### src/rtl/irq_ctrl_if.sv
// Register-window and CPU interrupt handshake bundle for irq_ctrl.
interface irq_ctrl_if;
  logic [2:0]  addr;
  logic        we;
  logic [31:0] din;
  logic [31:0] dout;
  logic        irq;
  logic [2:0]  vec;
  logic        ack;

  // CPU / Bridge side
  modport master (output addr, we, din, ack, input dout, irq, vec);
  // Controller side
  modport slave  (input addr, we, din, ack, output dout, irq, vec);
endinterface

### src/rtl/irq_ctrl.sv
// Programmable interrupt controller: per-source edge/level capture, masking,
// fixed-priority selection (source 0 highest) and req/ack/EOI handshake.
module irq_ctrl #(
  parameter int unsigned N_SRC = 6
) (
  input  logic             clk,
  input  logic             reset,
  input  logic [N_SRC-1:0] src,
  irq_ctrl_if.slave        bus
);

  typedef enum logic [1:0] {S_IDLE, S_REQ, S_SERV} state_t;

  state_t           state_q, state_d;
  logic [N_SRC-1:0] pend, mask, mode, src_prev;
  logic [N_SRC-1:0] pend_d, elig, vec_oh, clr, edge_set;
  logic [2:0]       vec_q, vec_d, win;
  logic             irq_q, any_elig, vec_elig, ack_take;
  logic             wr_mask, wr_mode, wr_clr, wr_eoi;
  logic             unused_din;

  assign wr_mask = bus.we && (bus.addr == 3'd1);
  assign wr_mode = bus.we && (bus.addr == 3'd2);
  assign wr_clr  = bus.we && (bus.addr == 3'd3);
  assign wr_eoi  = bus.we && (bus.addr == 3'd5);

  // Upper write-data bits have no storage behind them.
  assign unused_din = ^bus.din;

  assign bus.irq = irq_q;
  assign bus.vec = vec_q;

  // Eligible set, priority winner, and whether the latched vector is still eligible.
  always_comb begin
    elig     = pend & mask;
    win      = '0;
    any_elig = 1'b0;
    for (int unsigned i = 0; i < N_SRC; i++) begin
      if (elig[i] && !any_elig) begin
        win      = 3'(i);
        any_elig = 1'b1;
      end
    end
    vec_oh = '0;
    for (int unsigned i = 0; i < N_SRC; i++) begin
      vec_oh[i] = (vec_q == 3'(i));
    end
    vec_elig = |(elig & vec_oh);
  end

  // Handshake next-state: no preemption while in REQ, ack beats loss of eligibility.
  always_comb begin
    state_d  = state_q;
    vec_d    = vec_q;
    ack_take = 1'b0;
    case (state_q)
      S_IDLE: begin
        if (any_elig) begin
          state_d = S_REQ;
          vec_d   = win;
        end
      end
      S_REQ: begin
        if (bus.ack) begin
          state_d  = S_SERV;
          ack_take = 1'b1;
        end else if (!vec_elig) begin
          state_d = S_IDLE;
        end
      end
      S_SERV: begin
        if (wr_eoi) state_d = S_IDLE;
      end
      default: state_d = S_IDLE;
    endcase
  end

  // Pending capture: edge bits set-dominant over CLR/ack, level bits follow src.
  always_comb begin
    clr      = (wr_clr ? bus.din[N_SRC-1:0] : '0) | (ack_take ? vec_oh : '0);
    edge_set = src & ~src_prev;
    pend_d   = (mode & ((pend & ~clr) | edge_set)) | (~mode & src);
  end

  // Handshake state and registered CPU outputs.
  always_ff @(posedge clk or negedge reset) begin
    if (!reset) begin
      state_q <= S_IDLE;
      vec_q   <= '0;
      irq_q   <= 1'b0;
    end else begin
      state_q <= state_d;
      vec_q   <= vec_d;
      irq_q   <= (state_d == S_REQ);
    end
  end

  // Source history, pending bits and software-programmed registers.
  always_ff @(posedge clk or negedge reset) begin
    if (!reset) begin
      pend     <= '0;
      mask     <= '0;
      mode     <= '0;
      src_prev <= '0;
    end else begin
      src_prev <= src;
      pend     <= pend_d;
      if (wr_mask) mask <= bus.din[N_SRC-1:0];
      if (wr_mode) mode <= bus.din[N_SRC-1:0];
    end
  end

  // Read mux reflects pre-edge register contents.
  always_comb begin
    bus.dout = '0;
    case (bus.addr)
      3'd0:    bus.dout = 32'(pend);
      3'd1:    bus.dout = 32'(mask);
      3'd2:    bus.dout = 32'(mode);
      3'd4:    bus.dout = {(state_q == S_SERV), 28'd0, vec_q};
      default: bus.dout = '0;
    endcase
  end

endmodule

### src/flat_wrapper.sv
// flat-port wrapper written by rule: the top's interface ports become plain ports
module irq_ctrl_flat 
#(
  parameter int unsigned N_SRC = 6
)
  (clk, reset, src, bus_addr, bus_we, bus_din, bus_ack, bus_dout, bus_irq, bus_vec);
  irq_ctrl_if bus_i ();
  input  logic clk;
  input  logic reset;
  input  logic [N_SRC-1:0] src;
  input wire logic [$bits(bus_i.addr)-1:0] bus_addr;
  input wire logic [$bits(bus_i.we)-1:0] bus_we;
  input wire logic [$bits(bus_i.din)-1:0] bus_din;
  input wire logic [$bits(bus_i.ack)-1:0] bus_ack;
  output wire logic [$bits(bus_i.dout)-1:0] bus_dout;
  output wire logic [$bits(bus_i.irq)-1:0] bus_irq;
  output wire logic [$bits(bus_i.vec)-1:0] bus_vec;
  assign bus_i.addr = bus_addr;
  assign bus_i.we = bus_we;
  assign bus_i.din = bus_din;
  assign bus_i.ack = bus_ack;
  assign bus_dout = bus_i.dout;
  assign bus_irq = bus_i.irq;
  assign bus_vec = bus_i.vec;
  irq_ctrl #(.N_SRC(N_SRC)) u_core (.clk(clk), .reset(reset), .src(src), .bus(bus_i));
endmodule
### config.mk
export PLATFORM = sky130hd
export DESIGN_NAME = irq_ctrl_flat
export DESIGN_NICKNAME = d
export VERILOG_FILES = /design/src/rtl/irq_ctrl_if.sv /design/src/rtl/irq_ctrl.sv /design/src/flat_wrapper.sv
export SDC_FILE = /design/constraint.sdc
export NUM_CORES = 1
export LEC_CHECK = 0
export CAP_MARGIN = 25
export CORE_UTILIZATION = 45
export CTS_CLUSTER_DIAMETER = 150
export DETAILED_ROUTE_END_ITERATION = 10
export DONT_BUFFER_PORTS = 1
export GPL_ROUTABILITY_DRIVEN = 0
export PLACE_DENSITY = 0.65
export SLEW_MARGIN = 5
export SYNTH_ARGS = -nofsm -noshare
export SYNTH_HDL_FRONTEND = slang
export SYNTH_SLANG_ARGS = --single-unit
export TNS_END_PERCENT = 30
### constraint.sdc
create_clock -name clk -period 1.6 [get_ports clk]
set_input_delay 0.32 -clock clk [delete_from_list [all_inputs] [get_ports clk]]
set_output_delay 0.32 -clock clk [all_outputs]
set_load 0.005 [all_outputs]
==> results of run 1 <==
## state kept, by name (all words and copies together) (netlist names)
name,count
u_core.mode,6
u_core.state_q,2
u_core.mask,6
u_core.bus.vec,3
u_core.src_prev,6
u_core.bus.irq,1
u_core.pend,6
## what timing repair did
item                                   4_1_cts  5_1_grt
endpoints found under the hold margin       30        0
setup buffers                                0        0
hold buffers                                 2        0
setup endpoints to repair                    3        2
resized for setup                            3        3
## cell usage in the layout, fill, tap and decap left out, drive strengths merged, types with 4 or more instances in the layout
| master | Yosys | final |
|---|---|---|
| mux2i | 6 | 6 |
| conb | 1 | 25 |
| o21ai | 7 | 7 |
| a21o | 5 | 5 |
| nor2 | 15 | 15 |
| nand3 | 4 | 4 |
| nor3 | 4 | 4 |
| a21oi | 9 | 9 |
| mux2 | 14 | 14 |
| buf | 32 | 4 |
| nand2 | 26 | 26 |
| clkbuf | 0 | 8 |
| dfrtp | 30 | 30 |
## cells in the mapped netlist (all sizes together)
cell type,instances
a21oi,9
a22o,1
nand4bb,1
a221oi,3
inv,1
mux4,1
o21ai,7
or4,1
and4b,1
a21boi,1
nand2b,3
conb,1
dfrtp,30
a21o,5
mux2i,6
nand3,4
o22ai,1
nor3b,2
mux2,14
nor2b,2
nand2,26
buf,32
nor3,4
and3b,1
nand3b,1
a32o,1
nor2,15
a22oi,1
o21a,1
## per-layer routing
metal | wire (um) | part of all wire (%)
met5 | 0 | 0
met1 | 1490 | 42
met3 | 237 | 6.7
met2 | 1710 | 49
met4 | 81 | 2.3
## final timing paths
kind / to / slack, ns / from
max: bus_dout[2] / 0.09 / u_core.bus.vec[2]
min: u_core.src_prev[0] / 0.06 / src[0]
max reg2reg: u_core.bus.vec[0] / 0.20 / u_core.pend[2]
min reg2reg: u_core.pend[2] / 0.52 / u_core.src_prev[2]
max in group asynchronous: u_core.bus.vec[0] / 0.95 / reset
min in group asynchronous: u_core.mode[1] / 0.47 / reset
## per-stage QoR
step	area (um2)	worst slack, ns	hold WS, ns	utilization (%)
final	1830	0.0852	0.0592	49.6
after global routing	1830	0.00442	0.0478	49.6
after CTS	1830	0.0536	0.0537	49.5
after detailed placement	1680	0.177	0.0248	45.6
after global placement	1680	0.199	0.0250	45.6
after floorplan	1840	0.291	0.0244	-
## power breakdown
group / switching, W / internal (W)
logic: 0.000327 / 0.000346
registers: 0.000225 / 0.000945
clock network: 0.000273 / 0.000434
## cell families (layout without fill, tap and decap cells)
logic type             count (synthesis)  after routing  synth area share [%]
flip-flops                            30             30                  42.9
AND/OR/NAND/NOR                       61             61                  17.0
AO/OA/AOI/OAI                         30             30                  12.3
multiplexers                          21             21                  13.7
other                                  1             25                 0.215
buffers and inverters                 33             14                  13.8
## layout make-up
class	count	area, um2	area share, %
multi-input cells	137	846	46.3
inverters	1	3.75	0.205
well taps	48	60.1	3.29
clock buffers	8	110	6.02
flip-flops and latches	30	756	41.3
repair buffers	5	52.6	2.87
==> results, run 1 <==
- The H-tree generated during clock tree synthesis spans 2 levels.
- The total congestion overflow after global routing is 0.
- The first detailed-routing pass ran for 4 iterations.
- The number of global-route vias before repair is 1,209.
- Counting tap cells, the placed design contains a total of 219 instances.
- The signal on the critical path passes through mux2i_1 > nor2_1 > a21oi_1 > o21ai_1.
- For this run, the number of Yosys warnings is 0.
- The number of standard-cell rows in the floorplan is 22.
- The clock period could shrink to 1.51 ns.
- Ranked by total cell area, the synthesized netlist is headed by dfrtp_1 43%, buf_4 11%, mux2_2 7.1%, nand2_1 5.6%, mux2i_1 3.4%.
- The initial antenna violation count came to 0.
- Dividing the detail-routed wire length by the instance count gives 15.4 um.
- The die is 64.3 um tall.
- The filler cell count is 340.
- The DRC violation count after routing is 0.
- Input and output buffers added on the ports amount to 0.
- The final count of hold timing violations is 0.
- The category of the most critical setup path is reg2out.
- The fraction of layout instances using a drive strength above 1 is 18.2%.
- The max-slew violation total from the final report was 0.
- The largest buffer count on any clock path is 2.
- Dividing total power by cell area gives a power density of 1390 nW/um2.
- The type of the tightest min-delay check is in2reg.
- Detailed routing inserted a total of 1,207 vias.
- The repair_antennas step left the layout with diodes totalling 0.
- The timing-limited maximum frequency is 660 MHz.
- The worst hold path cell count is 0.
- The share of synthesized area in the top cell type comes to 42.9%.
- On the final layout, the worst clock skew is 0.00551 ns.
- The critical path contains buffers and inverters numbering 0 combined.
- The number of nets with antenna violations after detailed routing is 0.
- TritonCTS built the clock tree.
- Setup repair after global routing left no endpoint under its margin.
- The post-layout net count is 225.
- The wire-length estimate of the detail-placed layout is 2620 um.
- In this run the mean area of a mapped cell was 9.93 um2.
- The peak-usage layer in the global routing report is met2.
- Setup violations remaining at the end of the flow were counted as 0.
- STA puts the critical path data arrival time at 1.19 ns.
- After clock tree synthesis, the clock-pin slew on the worst setup and hold paths is 0.06 ns.
- The number of DRC violations after detailed-routing iteration 0 is 74.
- The met2 layer usage reported by global route is 30.4%.
- The cell family contributing the most delay on the critical path is flip-flops.
- Clock latency on the worst-skew pair, taken at its later pin, is 0.28 ns.
- In this design, the stage delay of the slowest critical-path cell is 0.47 ns.
- After routing, the total negative slack on setup checks comes to 0 ns.
- The wire length of the first global-routing pass is 5810 um.
- Along the worst path, the maximum fanout reaches 7.
- The number of cells in the finished layout apart from fillers is 229.
- Global routing used 23.8% of the available met1 tracks.
- For the worst setup path, the data required time is 1.28 ns.
- The logic depth of the worst register-to-register path is 4.
- The run finished with clean final reports.
- The number of max-cap violations is 0.
- The critical path runs through a total of 4 cells.
- The design draws 0.00255 W.
- The synthesized design spends more area on one cell type than any other, namely dfrtp_1.
- The kind of capture point of the worst setup path is a primary output.
- From synthesis to final layout, the design area changed by 4.58%.
- From left edge to right edge, the die measures 64.3 um.
- The wire length reported by the detailed router is 3520 um.
- Synthesis instantiated 34 different standard cells from the library.
- In this run the cell area of the synthesized design comes to 1750 um2.
- The met3 global-route usage is 6.25%.
- The region available for standard cell placement spans 3690 um2.
- The tree is rooted in a clkbuf_8.
- The share of the clock period used by the worst path after layout is 94.7%.
- Global routing used 19.4% of the available tracks.
- The initial standard-cell utilization of the core is 47.4%.
- The critical path launch point type is a flip-flop.
- Dividing the detail-routed via count by the number of cells gives 5.27.
- The top-level I/O count is 81.
- The number of clock sinks is 30.
- Among all stages on the critical path, the largest delay is contributed by dfrtp_2.
- Summed over all cells, the static leakage comes to 0.835 nW.
- The pin count of the biggest net entering global routing is 31.
- IR analysis of the VDD net gives a maximum drop of 0.658 mV.
- Counting the buffers created by CTS gives 5.
- The die covers 4140 um2.
- The cell count after synthesis came out at 176.
- Synthesis inferred 30 register bits.
- Of the synthesized area, sequential elements account for 42.9%.
Note: power is estimated with default switching activity, not from simulation.
==> run 2: changes to the inputs <==
--- a/config.mk
+++ b/config.mk
@@ -11,7 +11,7 @@
 export DETAILED_ROUTE_END_ITERATION = 10
 export DONT_BUFFER_PORTS = 1
 export GPL_ROUTABILITY_DRIVEN = 0
-export PLACE_DENSITY = 0.65
+export PLACE_DENSITY = 0.67
 export SLEW_MARGIN = 5
 export SYNTH_ARGS = -nofsm -noshare
 export SYNTH_HDL_FRONTEND = slang
==> constraint.sdc (replaced) <==
create_clock -name clk -period 1.3 [get_ports clk]
set_input_delay 0.26 -clock clk [delete_from_list [all_inputs] [get_ports clk]]
set_output_delay 0.26 -clock clk [all_outputs]
set_load 0.005 [all_outputs]
==> results, run 2 (synthesis results as in run 1) <==
- The run finished, with violations left.
- The checks that failed: negative setup slack.
- The timing-limited maximum frequency is 675 MHz.
- The finished cells cover 2070 um2.
- In the final layout, flip-flops and latches occupy 753 um2.
- The total leakage power is 0.967 nW.
- The largest buffer count on any clock path is 2.
- The clock-pin slew on the worst setup and hold paths is 0.06 ns.
- The average wire length per cell after detail routing is 15.7 um.
- The most common cell after layout, fill and taps aside is dfrtp_1.
- The share of power burned in combinational logic is 37.5%.
- After layout, the worst path uses 114% of the clock period.
- The post-route clock skew is 0.00620 ns.
- In the final layout, the multi-input gates occupy 878 um2.
- Counting I/O delays and the setup requirement, the final critical path takes 1.48 ns.
- The areal power density over the cells is 1610 nW/um2.
- The cell-internal power is 0.00221 W.
- The latest clock arrival within the worst-skew pair is 0.28 ns.
- The number of global-route vias before repair is 1,405.
- Setup violations remaining at the end of the flow were counted as 9.
- The number of buffer cells added on primary ports is 0.
- Summed over all layers, the global routing overflow is 0.
- The clock tree root driver cell is clkbuf_8.
- The net switching fraction of the power is 33.4%.
- Across all setup checks in the final design, the least slack found is -0.181 ns.
- The number of clock sinks is 30.
- The initial standard-cell utilization of the core is 47.4%.
- After the last flow step, the layout net total stands at 251.
- The repair_antennas step left the layout with diodes totalling 0.
- The maximum VDD drop is 0.896 mV.
- Of all nets on the critical path, the largest fanout is 2.
- The sequential cell fraction of total power is 41.8%.
- In this run the vertical extent of the chip is 64.3 um.
- The library cells used most frequently in the layout, excluding fill and tap cells, are 28 x dfrtp_1, 25 x nand2_1, 25 x conb_1.
- The first global-routing pass estimated 6490 um of wire.
- The worst setup path is captured at a primary output.
- The placed instances occupy a cell area of 1800 um2.
- The final layout contains routed wiring with a total length of 4000 um.
- The final count of hold timing violations was 0.
- The width of the chip is 64.3 um.
- Entering global routing, the biggest net connects 31 pins.
- Once layout is complete, the utilization of the core stands at 56.0%.
- The detail route stage leaves a number of antenna-violating nets equal to 0.
- The all-layer global routing usage is 21.7%.
- The worst setup path is launched from a flip-flop.
- The number of DRC violations after detailed-routing iteration 0 is 50.
- The die covers 4140 um2.
- The number of levels in the clock H-tree is 2.
- The half-perimeter wire length after placement is 2810 um.
- The placed cell count is 233.
- TritonCTS built the clock tree.
- The initialized floorplan defines 22 standard-cell rows.
- The type of the tightest min-delay check is in2reg.
- Counting the buffers created by CTS gives 5.
- Setup repair after global routing could not meet its margin everywhere.
- The max-slew violation total from the final report is 0.
- After floorplanning, the core was sized to cover 3690 um2.
- The number of max-cap violations is 0.
- For this design the total switching power over the nets is 0.00111 W.
- The via count of the routed design is 1,302.
- The pre-antenna-repair detailed-routing pass consisted of 4 iterations.
- The critical path required time is 1.04 ns.
- The initial antenna violation count is 0.
- For this run, the number of standard cells in the final layout without fillers is 254.
- Compared with the post-synthesis result, the final layout area differs by 18.2%.
- Using the TritonRoute via totals, the vias-per-cell ratio works out to 5.13.
- For this run, design rule violations remaining after detail routing come to 0.
- The data arrival time of the critical path is 1.22 ns.
- The filler cells instantiated in the layout total 341.
- The category of the most critical setup path is reg2out.
- The clock share of power is 20.7%.
- The fraction of layout instances using a drive strength above 1 is 25.7%.
- 81 I/O pins were placed.
- OpenSTA, run right after detailed placement, puts the worst setup slack at -0.0555 ns.
- The total power after layout is 0.00332 W.
## run 2: worst max-delay path, stage by stage, from the launching register on
cell	delay, ns
dfrtp_1	0.42
buf_6	0.14
mux2i_1	0.12
nor2_1	0.05
a21oi_1	0.11
o21ai_1	0.10
## run 2: cell type report
cell class              count  area share, %
multi-input cells         137           42.5
flip-flops and latches     30           36.5
inverters                   1          0.182
well taps                  48           2.91
repair buffers             31           14.2
clock buffers               7           3.69
## run 2: power by group through the flow
| stage | registers, W | clock network (W) | logic (W) |
|---|---|---|---|
| floorplan | 0.00133 | 0 | 0.000777 |
| global placement | 0.00138 | 0 | 0.000986 |
| detailed placement | 0.00139 | 0 | 0.00102 |
| CTS | 0.00138 | 0.000712 | 0.00118 |
| global route | 0.00142 | 0.000776 | 0.00136 |
| finish | 0.00139 | 0.000687 | 0.00125 |
## run 2: what timing repair did
item | 4_1_cts | 5_1_grt
setup buffers | 3 | 3
setup endpoints to repair | 10 | 13
gates resized for setup | 10 | 6
hold buffers | 8 | 0
endpoints found under the hold margin | 36 | 0
pin swaps | 2 | 6
## run 2: final timing paths
kind                                    start                  to  slack (ns)  cells after the start
setup / recovery               u_core.pend[2]         bus_dout[2]       -0.18                      5
hold / removal                         src[4]      u_core.pend[4]        0.10                      1
setup reg to reg               u_core.pend[3]   u_core.bus.vec[0]       -0.11                      5
hold reg to reg            u_core.src_prev[2]      u_core.pend[2]        0.54                      3
max in group asynchronous               reset   u_core.bus.vec[0]        0.69                      2
min in group asynchronous               reset  u_core.src_prev[1]        0.43                      2
## run 2: layer usage
| metal | global-route usage [%] | vias to the layer above | part of all wire [%] |
|---|---|---|---|
| li1 | - | 612 | - |
| met1 | 25.1 | 636 | 42 |
| met2 | 35.8 | 46 | 51 |
| met3 | 6.79 | 8 | 5.1 |
| met4 | 11.4 | 0 | 2.3 |
| met5 | 0 | - | 0 |
## run 2: metrics by stage
stage          TNS (ns)  hold WS (ns)
2_1_floorplan         0       -0.0356
3_3_place_gp    -0.0451       -0.0350
3_5_place_dp     -0.162       -0.0351
4_1_cts          -0.869        0.0925
5_1_grt           -1.61        0.0853
6_report         -0.855         0.101
==> run 3: changes to the inputs <==
--- a/config.mk
+++ b/config.mk
@@ -12,6 +12,7 @@
 export DONT_BUFFER_PORTS = 1
 export GPL_ROUTABILITY_DRIVEN = 0
 export PLACE_DENSITY = 0.67
+export RECOVER_POWER = 100
 export SLEW_MARGIN = 5
 export SYNTH_ARGS = -nofsm -noshare
 export SYNTH_HDL_FRONTEND = slang
==> results, run 3 (synthesis results as in run 1) <==
- The run finished, with violations left.
- The final reports fail on negative setup slack.
- The share of the clock period used by the worst path after layout is 114%.
- The final count of hold timing violations is 0.
- Prior to clock tree synthesis, the placed netlist has a worst setup slack of -0.0555 ns.
- The H-tree was split into 2 levels.
- The first routing iteration left 62 violations.
- The later pin in the worst-skew pair is clocked with a latency of 0.28 ns.
- The critical path required time is 1.04 ns.
- Across the run, the number of max-cap violations was 0.
- The logic depth of the worst register-to-register path is 5.
- The width of the chip is 64.3 um.
- Setup repair after global routing could not meet its margin everywhere.
- The worst slew slack as a fraction of its limit is 50.1%.
- The kind of capture point of the worst setup path is a primary output.
- Derived from the worst setup path, the maximum achievable clock frequency is 676 MHz.
- The core region is 3690 um2.
- The number of buffer cells added on primary ports is 0.
- Buffers inserted during clock tree synthesis total 5.
- After clock tree synthesis, the clock-pin slew on the worst setup and hold paths is 0.06 ns.
- The analysis attributes to cell leakage a power of 0.932 nW.
- The clock tree root driver cell is clkbuf_8.
- The first global-routing pass estimated 6490 um of wire.
- The category of the most critical setup path is reg2out.
- The number of setup violations in the final report is 10.
- The number of nets with antenna violations after detailed routing is 0.
- In the post-route analysis, the smallest setup slack over all paths is -0.179 ns.
- The number of antenna diodes in the final layout is 0.
- STA classifies the critical path startpoint as a flip-flop.
- The top cell types in the final layout, fill and taps aside, are 28 x dfrtp_1, 25 x nand2_1, 25 x conb_1.
- The wire length reported by the detailed router is 4000 um.
- The number of global-route vias before repair is 1,405.
- The total power after layout is 0.00325 W.
- The half-perimeter wire length after placement is 2810 um.
- The initial antenna violation count came to 0.
- The pin count of the biggest net entering global routing is 31.
- The number of standard-cell rows in the floorplan is 22.
- The die is 64.3 um tall.
- The area growth from synthesis to layout is 14.3%.
- The vias per cell is 5.14.
- For this run, the total global-route usage over all layers was measured as 21.7%.
- Summed over all failing endpoints, the final setup total negative slack is -0.904 ns.
- The most common cell after layout, fill and taps aside is dfrtp_1.
- The fraction of layout instances using a drive strength above 1 is 22.3%.
- The total die area is 4140 um2.
- The end of the worst register-to-register path is u_core.bus.vec[0].
- The placed cell count is 233.
- The total congestion overflow after global routing is 0.
- For this run, the post-layout net count is 251.
- The first detailed-routing pass took 4 iterations.
- The average wire length per cell after detail routing is 15.8 um.
- The post-route clock skew is 0.00663 ns.
- The path class of the tightest hold or removal check is in2reg.
- The routed layout has 1,306 vias.
- The max-slew violation total from the final report is 0.
- After detailed routing, the number of remaining DRC violations is 0.
- The startpoint of the lowest-slack register-to-register path is u_core.pend[3].
- The number of cells in the finished layout apart from fillers is 254.
- The transition at the pin with the smallest max-transition slack is 0.749 ns.
- The peak fanout along the critical path is 2.
- The maximum VDD drop is 0.891 mV.
- The shortest clock period the worst path allows after layout is 1.48 ns.
- During I/O placement, the number of pins put on the boundary was 81.
- The areal power density over the cells is 1630 nW/um2.
- The number of clock sinks is 30.
- The largest buffer count on any clock path is 2.
- For the worst setup path, the data arrival time is 1.22 ns.
- The start point of the critical path is u_core.pend[2].
- The critical path ends at bus_dout[2].
- The initial standard-cell utilization of the core is 47.4%.
- The setup check on the worst reg-to-reg path leaves a slack of -0.11 ns.
- The worst hold path cell count is 1.
- The clock tree from TritonCTS is yes.
run 3: cell types whose count changed in the layout (fill, tap and decap cells not counted), moves of 2 or more:
cell	before	now
a221oi_2	3	0
clkbuf_1	2	4
a221oi_1	0	3
buf_4	17	15
buf_12	2	0
run 3: critical path, stage by stage, from the launching register on:
cell     delay [ns]
dfrtp_1        0.42
buf_6          0.14
mux2i_1        0.12
nor2_1         0.05
a21oi_1        0.11
o21ai_1        0.10
run 3: how the worst min path moves through the flow:
stage	startpoint	to
final	src[4]	u_core.pend[4]
after CTS	src[4]	u_core.pend[4]
after floorplan	reset	u_core.bus.irq
after global routing	src[4]	u_core.pend[4]
after detailed placement	reset	u_core.src_prev[4]
after global placement	reset	u_core.pend[1]
run 3: timing repair:
item | CTS | global route
buffers inserted | 3 | 3
pin swaps | 2 | 6
endpoints found under the hold margin | 36 | 0
endpoints found under the setup margin | 10 | 13
gates resized for setup | 10 | 6
hold buffers | 8 | 0
run 3: power by group:
part	total, W	switching (W)	internal [W]
Sequential	0.00138	0.000221	0.00116
Clock	0.000690	0.000323	0.000367
Combinational	0.00118	0.000539	0.000643
run 3: final cells by class:
cell class,instances,area (um2)
clock buffers,7,76.3
well taps,48,60.1
multi-input cells,137,846
fillers,355,1690
inverters,1,3.75
flip-flops and latches,30,753
repair buffers,31,259
run 3: metrics by stage:
stage / util [%] / instance area (um2) / hold slack, ns
5_1_grt: 54.2 / 2000 / 0.0853
3_3_place_gp: 48.8 / 1800 / -0.0350
4_1_cts: 54.8 / 2020 / 0.0925
2_1_floorplan: - / 1840 / -0.0356
3_5_place_dp: 48.8 / 1800 / -0.0351
6_report: 54.2 / 2000 / 0.0995
run 3: routing by layer:
layer  track usage (%)  part of all wire (%)
met5                 0                     0
met1              25.1                    41
met4              11.4                   2.3
met2              35.8                    51
met3              6.79                   5.4
